--- config.mk ---
export PLATFORM = sky130hd
export DESIGN_NAME = modinv_invert_loop_ctrl_flat
export DESIGN_NICKNAME = d
export VERILOG_FILES = /design/src/rtl/modinv_invert_loop_ctrl_pkg.sv /design/src/rtl/modinv_invert_loop_ctrl_if.sv /design/src/rtl/modinv_invert_loop_ctrl.sv /design/src/flat_wrapper.sv
export SDC_FILE = /design/constraint.sdc
export NUM_CORES = 1
export LEC_CHECK = 0
export ABC_AREA = 1
export BUFFER_PORTS_ARGS = -buffer_cell sky130_fd_sc_hd__buf_2
export CORE_MARGIN = 2
export CORE_UTILIZATION = 45
export DETAILED_ROUTE_END_ITERATION = 8
export GPL_TIMING_DRIVEN = 0
export PLACE_DENSITY_LB_ADDON = 0.25
export SETUP_SLACK_MARGIN = 0.02
export SLEW_MARGIN = 20
export SYNTH_ARGS = -nofsm -noshare
export SYNTH_HDL_FRONTEND = slang
export SYNTH_SLANG_ARGS = --single-unit
--- constraint.sdc ---
create_clock -name clk -period 3.2 [get_ports clk]
set_input_delay 0.16 -clock clk [delete_from_list [all_inputs] [get_ports clk]]
set_output_delay 0.16 -clock clk [all_outputs]
set_load 0.03 [all_outputs]
--- src/rtl/modinv_invert_loop_ctrl_pkg.sv ---
// Shared definitions for the modular-inversion main-loop controller.
// Holds the 3-bit state encoding and small state-classification helpers.
package modinv_invert_loop_ctrl_pkg;

  typedef logic [2:0] state_t;

  localparam state_t ST_IDLE      = 3'd0;
  localparam state_t ST_PREP_GO   = 3'd1;
  localparam state_t ST_PREP_WAIT = 3'd2;
  localparam state_t ST_CHECK     = 3'd3;
  localparam state_t ST_UPD_GO    = 3'd4;
  localparam state_t ST_UPD_WAIT  = 3'd5;
  localparam state_t ST_DONE      = 3'd6;

  function automatic logic is_go_state(input state_t s);
    return (s == ST_PREP_GO) || (s == ST_UPD_GO);
  endfunction

  function automatic logic is_wait_state(input state_t s);
    return (s == ST_PREP_WAIT) || (s == ST_UPD_WAIT);
  endfunction

endpackage

--- src/rtl/modinv_invert_loop_ctrl_if.sv ---
// Handshake bundle between the modinv top FSM / helpers and the loop controller.
// The slave modport is the controller's view; master is the surrounding logic.
interface modinv_invert_loop_ctrl_if #(
  parameter int ITER_CNT_BITS = 10
);

  logic                     ena;
  logic                     rdy;
  logic                     prep_ena;
  logic                     prep_rdy;
  logic                     upd_ena;
  logic                     upd_rdy;
  logic                     v_eq_1;
  logic [ITER_CNT_BITS-1:0] k;
  logic                     done_ok;
  logic                     err_overflow;

  modport slave (
    input  ena,
    input  prep_rdy,
    input  upd_rdy,
    input  v_eq_1,
    output rdy,
    output prep_ena,
    output upd_ena,
    output k,
    output done_ok,
    output err_overflow
  );

  modport master (
    output ena,
    output prep_rdy,
    output upd_rdy,
    output v_eq_1,
    input  rdy,
    input  prep_ena,
    input  upd_ena,
    input  k,
    input  done_ok,
    input  err_overflow
  );

endinterface

--- src/rtl/modinv_invert_loop_ctrl.sv ---
// Main-loop sequencer of the binary modular inversion: precompute, test v==1,
// update, and count iterations k for the later correction phase.
module modinv_invert_loop_ctrl
  import modinv_invert_loop_ctrl_pkg::*;
#(
  parameter int BUFFER_NUM_WORDS = 9,
  parameter int MAX_ITER         = 512,
  parameter int ITER_CNT_BITS    = 10
) (
  input  logic                     clk,
  input  logic                     rst_n,
  modinv_invert_loop_ctrl_if.slave bus
);

  localparam logic [ITER_CNT_BITS-1:0] K_LIMIT = ITER_CNT_BITS'(MAX_ITER);
  localparam bit PARAMS_OK = (BUFFER_NUM_WORDS > 0) && ((2 ** ITER_CNT_BITS) > MAX_ITER);

  state_t                   state;
  state_t                   state_nx;
  logic                     guard;
  logic                     rdy_q;
  logic                     prep_ena_q;
  logic                     upd_ena_q;
  logic [ITER_CNT_BITS-1:0] k_q;
  logic                     done_ok_q;
  logic                     err_overflow_q;
  logic                     start;
  logic                     upd_exit;

  assign start    = (state == ST_IDLE) && bus.ena;
  assign upd_exit = (state == ST_UPD_WAIT) && !guard && bus.upd_rdy;

  // The helpers drop rdy only one cycle after their start pulse, so the first
  // wait cycle (guard=1) must not trust the still-high rdy from the idle helper.
  always_comb begin
    state_nx = state;
    case (state)
      ST_IDLE:      if (bus.ena) state_nx = ST_PREP_GO;
      ST_PREP_GO:   state_nx = ST_PREP_WAIT;
      ST_PREP_WAIT: if (!guard && bus.prep_rdy) state_nx = ST_CHECK;
      ST_CHECK: begin
        if (bus.v_eq_1 || (k_q == K_LIMIT)) state_nx = ST_DONE;
        else                                state_nx = ST_UPD_GO;
      end
      ST_UPD_GO:    state_nx = ST_UPD_WAIT;
      ST_UPD_WAIT:  if (upd_exit) state_nx = ST_PREP_GO;
      ST_DONE:      state_nx = ST_IDLE;
      default:      state_nx = ST_IDLE;
    endcase
  end

  // Strobes and rdy are decoded from the next state so they are registered yet
  // line up exactly with the state they describe.
  always_ff @(posedge clk or negedge rst_n) begin
    if (!rst_n) begin
      state      <= ST_IDLE;
      guard      <= 1'b0;
      rdy_q      <= 1'b1;
      prep_ena_q <= 1'b0;
      upd_ena_q  <= 1'b0;
    end else begin
      state      <= state_nx;
      guard      <= is_go_state(state);
      rdy_q      <= (state_nx == ST_IDLE);
      prep_ena_q <= (state_nx == ST_PREP_GO);
      upd_ena_q  <= (state_nx == ST_UPD_GO);
    end
  end

  // Result flags survive the return to IDLE and are only cleared by a new run;
  // v_eq_1 wins over the iteration limit when both hold in CHECK.
  always_ff @(posedge clk or negedge rst_n) begin
    if (!rst_n) begin
      k_q            <= '0;
      done_ok_q      <= 1'b0;
      err_overflow_q <= 1'b0;
    end else if (start) begin
      k_q            <= '0;
      done_ok_q      <= 1'b0;
      err_overflow_q <= 1'b0;
    end else if (state == ST_CHECK) begin
      if (bus.v_eq_1)          done_ok_q      <= 1'b1;
      else if (k_q == K_LIMIT) err_overflow_q <= 1'b1;
    end else if (upd_exit) begin
      k_q <= k_q + 1'b1;
    end
  end

  assign bus.rdy          = rdy_q;
  assign bus.prep_ena     = prep_ena_q;
  assign bus.upd_ena      = upd_ena_q;
  assign bus.k            = k_q;
  assign bus.done_ok      = done_ok_q;
  assign bus.err_overflow = err_overflow_q;

  a_params_ok: assert property (@(posedge clk) PARAMS_OK);

  a_strobes_exclusive: assert property (@(posedge clk) disable iff (!rst_n)
    !(prep_ena_q && upd_ena_q));

  a_rdy_only_idle: assert property (@(posedge clk) disable iff (!rst_n)
    rdy_q == (state == ST_IDLE));

  a_guard_in_wait: assert property (@(posedge clk) disable iff (!rst_n)
    guard |-> is_wait_state(state));

  a_results_exclusive: assert property (@(posedge clk) disable iff (!rst_n)
    !(done_ok_q && err_overflow_q));

endmodule

--- src/flat_wrapper.sv ---
// flat-port wrapper written by rule: the top's interface ports become plain ports
module modinv_invert_loop_ctrl_flat import modinv_invert_loop_ctrl_pkg::*;
#(
  parameter int BUFFER_NUM_WORDS = 9,
  parameter int MAX_ITER         = 512,
  parameter int ITER_CNT_BITS    = 10
)
  (clk, rst_n, bus_ena, bus_prep_rdy, bus_upd_rdy, bus_v_eq_1, bus_rdy, bus_prep_ena, bus_upd_ena, bus_k, bus_done_ok, bus_err_overflow);
  modinv_invert_loop_ctrl_if #(.ITER_CNT_BITS(ITER_CNT_BITS)) bus_i ();
  input  logic clk;
  input  logic rst_n;
  input wire logic [$bits(bus_i.ena)-1:0] bus_ena;
  input wire logic [$bits(bus_i.prep_rdy)-1:0] bus_prep_rdy;
  input wire logic [$bits(bus_i.upd_rdy)-1:0] bus_upd_rdy;
  input wire logic [$bits(bus_i.v_eq_1)-1:0] bus_v_eq_1;
  output wire logic [$bits(bus_i.rdy)-1:0] bus_rdy;
  output wire logic [$bits(bus_i.prep_ena)-1:0] bus_prep_ena;
  output wire logic [$bits(bus_i.upd_ena)-1:0] bus_upd_ena;
  output wire logic [$bits(bus_i.k)-1:0] bus_k;
  output wire logic [$bits(bus_i.done_ok)-1:0] bus_done_ok;
  output wire logic [$bits(bus_i.err_overflow)-1:0] bus_err_overflow;
  assign bus_i.ena = bus_ena;
  assign bus_i.prep_rdy = bus_prep_rdy;
  assign bus_i.upd_rdy = bus_upd_rdy;
  assign bus_i.v_eq_1 = bus_v_eq_1;
  assign bus_rdy = bus_i.rdy;
  assign bus_prep_ena = bus_i.prep_ena;
  assign bus_upd_ena = bus_i.upd_ena;
  assign bus_k = bus_i.k;
  assign bus_done_ok = bus_i.done_ok;
  assign bus_err_overflow = bus_i.err_overflow;
  modinv_invert_loop_ctrl #(.BUFFER_NUM_WORDS(BUFFER_NUM_WORDS), .MAX_ITER(MAX_ITER), .ITER_CNT_BITS(ITER_CNT_BITS)) u_core (.clk(clk), .rst_n(rst_n), .bus(bus_i));
endmodule
# == Word level (Yosys, flattened, before mapping) ==
# Index checks and enable logic that the tools add are counted.
# word_totals
register_bits,19
in_bits,6
output_inout_bits,15
# op_classes
add_sub_neg,1
n_eq_ne,10
muxes,15
n_reduce_logical,16
# ops
cell,n
$mux 10,3
$pmux 3 s6,1
$add 10x1->10 const B,1
$eq 10x10->1 const B,1
$eq 3x3->1 const B,3
$mux 3,3
$reduce_bool 2->1,4
$mux 1,7
$eq 3x1->1 const B,2
$eq 3x2->1 const B,2
$logic_not 3->1,2
$logic_and 1x1->1,4
$ne 2x1->1 const B,2
$reduce_and 2->1,2
$reduce_and 3->1,1
$logic_or 1x1->1,2
$mux 2,1
$logic_not 1->1,1

# == Logic depth before layout (Yosys ltp) ==
# Gate-level depths: netlist of the first run.
# logic_depth
word_depth,6
depth_mapped,9
ltp_nobuf,9

# == Least setup slack after synthesis of the first run ==
# Ideal clock, no wire load.
# synth_path
path_kind,reg2reg
startpoint,"register u_core.k_q[0], in the netlist u_core.bus.k[0]"
endpoint,"register u_core.k_q[8], in the netlist u_core.bus.k[8]"
setup_ns,0.117
t_arrival_ns,1.356
t_required_ns,3.083
path_slack_ns,1.727
stages_incl_launch_ff,9
path_buffers,0
path_cell_list,dfrtp_1 ha_1 inv_1 nor2_1 nand3_1 nand2_1 nand2_1 nand3_1 nand2_1
# synth_via
elab_chain_cells,4
# synth_lines
element,line,text
"start, declared",modinv_invert_loop_ctrl.sv:24,logic [ITER_CNT_BITS-1:0] k_q;
"start signal, assigned",modinv_invert_loop_ctrl.sv:85,k_q <= k_q + 1'b1;
$add 10x1->10,modinv_invert_loop_ctrl.sv:85,
$mux 10,modinv_invert_loop_ctrl.sv:84,end else if (upd_exit) begin
$mux 10,modinv_invert_loop_ctrl.sv:81,end else if (state == ST_CHECK) begin
$mux 10,modinv_invert_loop_ctrl.sv:77,end else if (start) begin
# No other way between the ends. The select of a mux whose other input is x is not followed.
# A chain may end at the register's enable or synchronous reset.

# == Final worst setup path of the first run ==
# Ends and elaborated chain as after synthesis.

==> results by group, run 1 <==
Outcome
  • Outcome: finished, final reports clean

Worst setup path
  • CP arrival: 1.66 ns
  • Worst path cell trace: ha_1 > inv_1 > nor2_1 > nand3_1 > nand2_1 > nand2_1 > nand3_1 > nand2_1
  • Kind of end point of the critical path: flop
  • CP max FO: 6
  • CP most frequent cell: nand2_1
  • Worst setup path category: reg2reg
  • Slowest cell on crit path: dfrtp_1
  • Slowest stage delay, CP: 0.46 ns
  • CP required: 3.40 ns
  • Startpoint Class: flop

Die
  • Die Y: 51.81 um
  • Area of the core: 2191 um2
  • Number of cell rows: 17
  • Die ar.: 2684 um2
  • Die extent in x: 51.81 um
  • Ports: 21
  • Starting Density: 46.94%

Drt
  • First-pass DRT Iterations: 4
  • Vias after detailed routing: 933
  • Post-DRT Antenna Nets: 0
  • Drt first-iter violations: 28
  • Drt total wl: 2099 um
  • WL/cell: 10.93 um
  • DRC violations left: 0
  • Vias per Instance: 4.859

Clock tree
  • Clk root buf: clkbuf_4
  • Postcts setup bufs: 0
  • Resized Gates After CTS: 0
  • H-Tree Depth: 1
  • Worst-path clk slew: 0.11 ns
  • CTS tree: done
  • Latest clock arrival within the worst-skew pair: 0.30 ns
  • Sink Count: 19
  • CTS buffer count: 3
  • Max clock buf depth: 2

Power and ir drop
  • Max VDD drop: 418.0 uV
  • PD cells: 683.1 nW/um2
  • Leakage power: 0.6769 nW

Timing
  • Final Hold Fails: 0
  • Fin Clk Skew: 0.007032 ns
  • Final slew viol count: 0
  • Final setup vio count: 0
  • Final Cycle Share: 45.63%
  • Unrepaired setup endpoints after global routing: no
  • Fin crit period: 1.460 ns
  • Setup TNS: 0 ns
  • Least-Margin Pin Slew: 0.4357 ns
  • Worst rel slew slack: 70.95%
  • Max Freq: 684.8 MHz

Global routing
  • Initial antenna violation count: 0
  • Overall Global Routing Usage: 18.56%
  • Grt total ovfl: 0
  • Largest net degree at the start of global routing: 20
  • Vias in the first global route: 854
  • Global-route wire length before repair: 3629 um

Yosys
  • Mapped Area: 1028 um2
  • Mapped Nets: 147
  • YS warnings: 0
  • Largest cells by area after synthesis: dfrtp_1 (44%), nand2_1 (12%), inv_1 (8.8%), nor2_1 (6.9%), nand3_1 (6.8%)
  • Yosys top cell by area: dfrtp_1
  • Sequential area share after synthesis: 46.35%
  • Synthesized area per cell: 7.399 um2
  • Yosys reg bits: 19
  • Netlist cell types: 19
  • Synth top area share: 43.80%
  • Mapped Cells: 139

Worst hold path
  • Hold crit path type: in2reg

Placed design
  • GP Congestion: 0.7844
  • Placed cell areas: 1164 um2
  • DP HPWL: 1609 um
  • Port bufs: 20
  • DP Cell Count: 187

Finish
  • FILL cells: 206
  • Final Cell Area: 1204 um2
  • Final non-filler cell total: 192
  • Area delta synth->final: 17.03%
  • Ant diodes: 0
  • Fraction of layout cells with a size suffix above 1: 20.73%
  • Final nets: 173

Flow run
  • MaxCap Viol Count: 0
## registers in the layout, summed over array words and instances, names as in the netlist
| signal | cells |
|---|---|
| u_core.bus.upd_ena | 1 |
| u_core.bus.prep_ena | 1 |
| u_core.guard | 1 |
| u_core.bus.k | 10 |
| u_core.bus.done_ok | 1 |
| u_core.bus.err_overflow | 1 |
| u_core.state | 3 |
| u_core.bus.rdy | 1 |
## power breakdown
| group | internal [W] | switching [W] |
|---|---|---|
| logic | 0.000108 | 0.000235 |
| clock network | 0.0000476 | 0.0000763 |
| registers | 0.000300 | 0.0000552 |
| total | 0.000455 | 0.000367 |
## path summary, 6_finish.rpt
| check | startpoint | endpoint | slack, ns | cells after the start |
|---|---|---|---|---|
| max in group asynchronous | rst_n | u_core.bus.rdy | 2.56 | 2 |
| hold / removal | bus_v_eq_1 | u_core.bus.done_ok | 0.15 | 3 |
| setup reg to reg | u_core.bus.k[0] | u_core.bus.k[8] | 1.74 | 8 |
| hold reg to reg | u_core.bus.done_ok | u_core.bus.done_ok | 0.52 | 2 |
| min in group asynchronous | rst_n | u_core.bus.upd_ena | 0.31 | 2 |
| setup / recovery | u_core.bus.k[0] | u_core.bus.k[8] | 1.74 | 8 |
## cells by family (layout without fill, tap and decap cells)
kind of cell,count (synthesis),after routing,share of synthesized area [%]
and+or+nand+nor,78,78,32.72
xor gates and xnor gates,1,1,0.8517
DFF,19,19,46.35
adders and majority gates,2,2,2.433
AOI/OAI and AO/OA,11,11,6.327
buffers and inverters,28,53,11.31
## layout by cell type (no fill, tap or decap), drive strengths merged
| master | netlist | final |
|---|---|---|
| clkinvlp | 0 | 1 |
| o21ai | 4 | 4 |
| nor2 | 20 | 20 |
| nor3 | 1 | 1 |
| dfstp | 1 | 1 |
| nand3 | 14 | 14 |
| xor2 | 1 | 1 |
| nand4 | 7 | 7 |
| clkbuf | 0 | 3 |
| dfrtp | 18 | 18 |
| nand2 | 36 | 36 |
| a21oi | 6 | 6 |
| o31ai | 1 | 1 |
| buf | 2 | 22 |
| ha | 2 | 2 |
| dlygate4sd3 | 0 | 1 |
| inv | 26 | 26 |
## cells in the mapped netlist, drive strengths merged
master,count
buf,2
o31ai,1
nor3,1
nand2,36
o21ai,4
nor2,20
inv,26
ha,2
xor2,1
dfstp,1
nand3,14
a21oi,6
dfrtp,18
nand4,7
## routing by layer
layer  up-vias  global-route usage (%)  part of all wire (%)
met3         7                   2.586                   4.3
met1       411                   24.21                    49
met4         0                   11.40                   2.6
met2        29                   29.06                    44
met5         -                       0                     0
li1        486                       -                     -
## layout make-up
class                      instances  area [um2]  share of cell area (%)
multi-input combinational         92       435.4                   36.17
tap                               28       35.03                   2.911
clock inverter                     1       7.507                  0.6237
clock buffer                       3       22.52                   1.871
timing repair buffer              21       110.1                   9.148
inverter                          26       97.59                   8.108
buffer                             2       18.77                   1.559
sequential                        19       476.7                   39.61
## timing repair
item,in CTS,in global routing
endpoints found under the hold margin,18,0
endpoints found under the setup margin,0,0
hold buffers,1,0
## critical path, delay by kind of cell, from the launching register on
kind / cells / cell delay, ns
adder cells (fa/ha/maj): 1 / 0.28
buffers and inverters: 1 / 0.08
flip-flops: 1 / 0.46
AND/OR/NAND/NOR: 6 / 0.55
## through the flow
step	hold WS [ns]	total power [W]	util [%]	setup slack, ns
2_1_floorplan	-0.1356	0.0006082	-	1.727
3_3_place_gp	0.1201	0.0006916	53.11	1.846
3_5_place_dp	0.1268	0.0007018	53.11	1.771
4_1_cts	0.1403	0.0008285	54.94	1.750
5_1_grt	0.1775	0.0008903	54.94	1.582
6_report	0.1484	0.0008222	54.94	1.740
Power figures use the tool's default switching activity.
==> inputs of run 2 (changes only) <==
clock period = 1.2 ns   (was 3.2 ns; I/O delays follow)
==> results by group, run 2 (synthesis gave the netlist of run 1 again) <==
Drt
  • Drt first-iter violations: 20 (-29%)
  • Post-DRT Antenna Nets: 0 (unchanged)
  • Vias after detailed routing: 1000 (+7.2%)
  • DRC violations left: 0 (unchanged)
  • Drt total wl: 2419 um (+15%)
  • Vias per Instance: 5.025 (+3.4%)
  • WL/cell: 12.16 um (+11%)
  • First-pass DRT Iterations: 4 (unchanged)

Worst setup path
  • Worst setup endpoint: u_core.bus.upd_ena
  • Slowest stage delay, CP: 0.47 ns (about the same)
  • Worst setup path category: reg2reg
  • CP max FO: 6 (unchanged)
  • Slowest cell on crit path: dfrtp_2
  • Kind of end point of the critical path: flop
  • Reg2reg path depth: 9 (+1)
  • CP required: 1.40 ns (-2.00 ns)
  • Critical R2R Capture: u_core.bus.upd_ena
  • Startpoint Class: flop
  • Worst path cell trace: inv_2 > ha_4 > nand2_2 > nor2_4 > nand3_2 > nand2_1 > nand2_1 > inv_1 > nor2_1
  • CP arrival: 1.42 ns (-0.24 ns)
  • CP most frequent cell: nand2_1
  • Reg2reg start: u_core.bus.k[0]
  • Flop2flop setup slack: -0.02 ns (-1.76 ns)
  • Worst Setup SP: u_core.bus.k[0]

Power and ir drop
  • Leakage power: 0.7330 nW (+8.3%)
  • Switching Fraction: 44.85% (+0.24 points)
  • Power, Total: 0.002635 W (+220%)
  • Cell Int Power: 0.001453 W (+220%)
  • PD cells: 1880 nW/um2 (+180%)
  • Clk network pwr share: 12.4% (-2.7 points)
  • Max VDD drop: 1157 uV (+180%)
  • Combinational power share: 49.9% (+8.2 points)
  • P_sw: 0.001182 W (+220%)
  • Seq pwr share: 37.7% (-5.5 points)

Clock tree
  • Latest clock arrival within the worst-skew pair: 0.30 ns (about the same)
  • H-Tree Depth: 1 (unchanged)
  • Sink Count: 19 (unchanged)
  • CTS tree: done
  • Clk root buf: clkbuf_4
  • Worst-path clk slew: 0.11 ns (about the same)
  • Max clock buf depth: 2 (unchanged)
  • CTS buffer count: 3 (unchanged)

Finish
  • Final non-filler cell total: 199 (+3.6%)
  • FILL cells: 187 (-9.2%)
  • Max reg flops: 10 (unchanged)
  • FF+latch area: 485.5 um2 (+1.8%)
  • Final nets: 180 (+4.0%)
  • Commonest non-fill, non-tap cells in the layout: nand2_1 (30), inv_1 (20), buf_2 (20)
  • Fraction of layout cells with a size suffix above 1: 40.35% (+20 points)
  • Area delta synth->final: 36.25%
  • Multi-input logic area: 558.0 um2 (+28%)
  • Ant diodes: 0 (unchanged)
  • Commonest non-fill, non-tap cell in the layout: nand2_1
  • Final Cell Area: 1401 um2 (+16%)

Timing
  • Fin Clk Skew: 0.001702 ns (-0.005330 ns)
  • Unrepaired setup endpoints after global routing: yes
  • Final slew viol count: 0 (unchanged)
  • Final Hold Fails: 0 (unchanged)
  • PnR worst setup slack: -0.01982 ns (-1.760 ns)
  • Final Cycle Share: 101.7% (+56 points)
  • Final setup vio count: 3 (+3)
  • Max Freq: 819.8 MHz (+20%)
  • Least-Margin Pin Slew: 0.4132 ns (-0.02249 ns)
  • Worst rel slew slack: 72.45% (+1.5 points)
  • Setup TNS: -0.02663 ns (-0.02663 ns)
  • Fin crit period: 1.220 ns (-0.2404 ns)

Outcome
  • Failing checks: negative setup slack
  • Outcome: finished with violations

Global routing
  • Overall Global Routing Usage: 19.63% (+1.1 points)
  • Initial antenna violation count: 0 (unchanged)
  • Vias in the first global route: 949 (+11%)
  • Grt total ovfl: 0 (unchanged)
  • Global-route wire length before repair: 3884 um (+7.0%)
  • Largest net degree at the start of global routing: 20 (unchanged)

Die
  • Die ar.: 2684 um2 (unchanged)
  • Die Y: 51.81 um (unchanged)
  • Number of cell rows: 17 (unchanged)
  • Ports: 21 (unchanged)
  • Area of the core: 2191 um2 (unchanged)
  • Starting Density: 46.94% (unchanged)
  • Die extent in x: 51.81 um (unchanged)

Placed design
  • GP Congestion: 0.8474 (+8.0%)
  • Port bufs: 20 (unchanged)
  • DP Cell Count: 187 (unchanged)
  • Placed cell areas: 1187 um2 (+2.0%)
  • DP HPWL: 1501 um (-6.7%)
  • Placement Setup Slack: -0.08271 ns (-1.854 ns)

Worst hold path
  • Hold crit path type: in2reg

Flow run
  • MaxCap Viol Count: 0 (unchanged)
## run 2: cell types whose count changed in the layout (fill, tap and decap cells not counted), sizes merged
cell / before / now
buf: 22 / 29
clkinv: 0 / 1
clkinvlp: 1 / 0
## run 2: worst min-delay path by stage
stage	start	to	slack, ns	depth (start not counted)
floorplan	rst_n	u_core.bus.done_ok	-0.24	0
global placement	rst_n	u_core.state[0]	0.02	1
detailed placement	rst_n	u_core.bus.upd_ena	0.02	1
CTS	bus_v_eq_1	u_core.bus.done_ok	0.04	3
global route	bus_v_eq_1	u_core.bus.done_ok	0.06	3
finish	bus_v_eq_1	u_core.bus.done_ok	0.04	3
## run 2: per-layer routing
layer	routed length, um	global-route usage [%]	vias up	share of wire [%]
li1	-	-	500	-
met1	1042	23.93	474	43
met2	1260	34.19	21	52
met3	76	2.874	5	3.1
met4	39	8.772	0	1.6
met5	0	0	-	0
## run 2: final cells by class
type / instances / share of cell area, %
clock inverter: 1 / 0.3571
buffer: 2 / 1.875
multi-input combinational: 92 / 39.82
timing repair buffer: 28 / 11.88
tap: 28 / 2.500
sequential: 19 / 34.64
inverter: 26 / 7.321
clock buffer: 3 / 1.607
## run 2: worst max-delay path, delay by kind of cell (launching register included)
family | cells | cell delay [ns]
adders and majority gates | 1 | 0.13
buffers and inverters | 2 | 0.15
DFF | 1 | 0.47
and+or+nand+nor | 6 | 0.38
## run 2: what timing repair did
action / in CTS / in global routing
endpoints found under the setup margin: 12 / 14
gates resized for setup: 14 / 21
setup buffers: 5 / 1
hold buffers: 1 / 0
cloned: 1 / 0
hold endpoints to repair: 18 / 0
pin swaps: 2 / 16
## run 2: stage by stage
step	hold WS, ns	utilization [%]
2_1_floorplan	-0.2356	-
3_3_place_gp	0.01883	54.20
3_5_place_dp	0.01911	54.20
4_1_cts	0.03829	60.25
5_1_grt	0.06153	63.96
6_report	0.03862	63.96
## run 2: power groups by stage
stage,Combinational (W),Sequential [W],Clock (W)
6_report,0.00131,0.000993,0.000328
5_1_grt,0.00143,0.00102,0.000360
2_1_floorplan,0.000500,0.00115,0
3_3_place_gp,0.000903,0.000973,0
3_5_place_dp,0.000914,0.000979,0
4_1_cts,0.00116,0.000953,0.000334
==> inputs of run 3 (changes only) <==
CTS_BUF_LIST = sky130_fd_sc_hd__clkbuf_8   (was not set)
==> results by group, run 3 (synthesis gave the netlist of run 1 again) <==
Global routing
  • Grt total ovfl: 0 (unchanged)
  • Initial antenna violation count: 0 (unchanged)
  • Vias in the first global route: 958 (+0.95%)
  • Largest net degree at the start of global routing: 20 (unchanged)
  • Global-route wire length before repair: 3898 um (+0.36%)
  • Overall Global Routing Usage: 19.82% (+0.18 points)

Drt
  • Vias after detailed routing: 982 (-1.8%)
  • WL/cell: 11.84 um (-2.6%)
  • Post-DRT Antenna Nets: 0 (unchanged)
  • Drt first-iter violations: 17 (-15%)
  • DRC violations left: 0 (unchanged)
  • Drt total wl: 2344 um (-3.1%)
  • Vias per Instance: 4.960 (-1.3%)
  • First-pass DRT Iterations: 4 (unchanged)

Placed design
  • DP HPWL: 1501 um (unchanged)
  • Placement Setup Slack: -0.08271 ns (unchanged)
  • Port bufs: 20 (unchanged)
  • GP Congestion: 0.8474 (unchanged)

Die
  • Ports: 21 (unchanged)
  • Area of the core: 2191 um2 (unchanged)
  • Starting Density: 46.94% (unchanged)
  • Die Y: 51.81 um (unchanged)
  • Die ar.: 2684 um2 (unchanged)
  • Number of cell rows: 17 (unchanged)
  • Die extent in x: 51.81 um (unchanged)

Worst setup path
  • CP max FO: 6 (unchanged)
  • CP arrival: 1.42 ns (about the same)
  • Worst setup path category: reg2reg
  • Startpoint Class: flop
  • Kind of end point of the critical path: flop
  • CP required: 1.38 ns (-0.02 ns)

Timing
  • Max Freq: 808.0 MHz (-1.4%)
  • Final slew viol count: 0 (unchanged)
  • Unrepaired setup endpoints after global routing: yes
  • PnR worst setup slack: -0.03763 ns (-0.01780 ns)
  • Fin crit period: 1.238 ns (+0.01780 ns)
  • Final setup vio count: 3 (unchanged)
  • Final Cycle Share: 103.1% (+1.5 points)
  • Setup TNS: -0.07926 ns (-0.05263 ns)
  • Fin Clk Skew: 0.001278 ns (-0.0004247 ns)
  • Worst rel slew slack: 71.99% (-0.46 points)
  • Final Hold Fails: 0 (unchanged)
  • Least-Margin Pin Slew: 0.4202 ns (+0.006958 ns)

Clock tree
  • CTS buffer count: 3 (unchanged)
  • Worst-path clk slew: 0.07 ns (-0.04 ns)
  • Latest clock arrival within the worst-skew pair: 0.25 ns (-0.05 ns)
  • Sink Count: 19 (unchanged)
  • CTS tree: done
  • Clk root buf: clkbuf_8
  • Max clock buf depth: 2 (unchanged)
  • H-Tree Depth: 1 (unchanged)

Finish
  • Final nets: 179 (-0.56%)
  • Fraction of layout cells with a size suffix above 1: 35.29% (-5.1 points)
  • Max reg flops: 10 (unchanged)
  • Area delta synth->final: 31.63%
  • Commonest non-fill, non-tap cells in the layout: nand2_1 (33), inv_1 (21), buf_2 (20)
  • Commonest non-fill, non-tap cell in the layout: nand2_1
  • FILL cells: 191 (+2.1%)
  • Ant diodes: 0 (unchanged)

Worst hold path
  • Hold crit path type: in2reg

Power and ir drop
  • Switching Fraction: 42.71% (-2.1 points)
  • Clk network pwr share: 16.5% (+4.1 points)
  • Leakage power: 0.7157 nW (-2.4%)
  • Combinational power share: 47.3% (-2.6 points)
  • P_sw: 0.001136 W (-3.9%)
  • Max VDD drop: 1137 uV (-1.7%)
  • Seq pwr share: 36.2% (-1.5 points)
  • Cell Int Power: 0.001524 W (+4.9%)
  • PD cells: 1965 nW/um2 (+4.5%)

Outcome
  • Failing checks: negative setup slack
  • Outcome: finished with violations

Flow run
  • MaxCap Viol Count: 0 (unchanged)
-- run 3: cell count changes in the layout (fill, tap and decap cells not counted), sizes merged --
cell	before	now
buf	29	28
-- run 3: layout make-up --
class / instances / area (um2) / area share [%]
clock inverter: 1 / 5.005 / 0.3697
tap: 28 / 35.03 / 2.588
clock buffer: 3 / 41.29 / 3.050
timing repair buffer: 27 / 155.1 / 11.46
sequential: 19 / 484.2 / 35.77
buffer: 2 / 22.52 / 1.664
inverter: 26 / 97.59 / 7.209
multi-input combinational: 92 / 513.0 / 37.89
-- run 3: power groups by stage --
stage	Clock, W	Combinational [W]	Sequential [W]
3_5_place_dp	0	0.000914	0.000979
4_1_cts	0.000452	0.00118	0.000955
5_1_grt	0.000477	0.00137	0.000988
3_3_place_gp	0	0.000903	0.000973
6_report	0.000439	0.00126	0.000964
2_1_floorplan	0	0.000500	0.00115
-- run 3: what timing repair did --
| action | 4_1_cts | 5_1_grt |
|---|---|---|
| buffers inserted | 5 | 0 |
| hold buffers | 1 | 0 |
| endpoints found under the hold margin | 18 | 0 |
| gates resized for setup | 13 | 5 |
| pin swaps | 2 | 0 |
| endpoints found under the setup margin | 12 | 15 |
| cloned | 1 | 0 |
-- run 3: per-stage QoR --
step	power [W]	hold slack, ns	instance area (um2)	instances	util [%]
finish	0.002660	0.1007	1354	198	61.79
global route	0.002839	0.1223	1354	198	61.79
detailed placement	0.001894	0.01911	1187	187	54.20
floorplan	0.001654	-0.2356	1052	139	-
CTS	0.002587	0.09186	1334	198	60.88
global placement	0.001876	0.01883	1187	187	54.20
-- run 3: worst max-delay path: stages (launching register included) --
cell and delay (ns):
dfrtp_2 0.46, inv_2 0.08, ha_4 0.13, nand2_2 0.06, nor2_4 0.10, buf_4 0.12
nand4_1 0.09, a21oi_1 0.13
-- run 3: worst paths after layout --
path                                         start                 endpoint  slack (ns)  depth (start not counted)
setup / recovery                   u_core.bus.k[0]  u_core.bus.err_overflow       -0.04                          7
hold / removal                          bus_v_eq_1       u_core.bus.done_ok        0.10                          3
setup reg to reg                   u_core.bus.k[0]  u_core.bus.err_overflow       -0.04                          7
hold reg to reg            u_core.bus.err_overflow  u_core.bus.err_overflow        0.51                          2
max in group asynchronous                    rst_n           u_core.bus.rdy        0.61                          2
min in group asynchronous                    rst_n       u_core.bus.upd_ena        0.27                          2
-- run 3: layer usage --
| metal | track usage, % | part of all wire (%) | wire (um) | vias to the layer above |
|---|---|---|---|---|
| li1 | - | - | - | 497 |
| met1 | 23.56 | 44 | 1032 | 458 |
| met5 | 0 | 0 | 0 | - |
| met2 | 34.83 | 50 | 1176 | 22 |
| met4 | 9.649 | 1.6 | 37 | 0 |
| met3 | 2.874 | 4.1 | 97 | 5 |
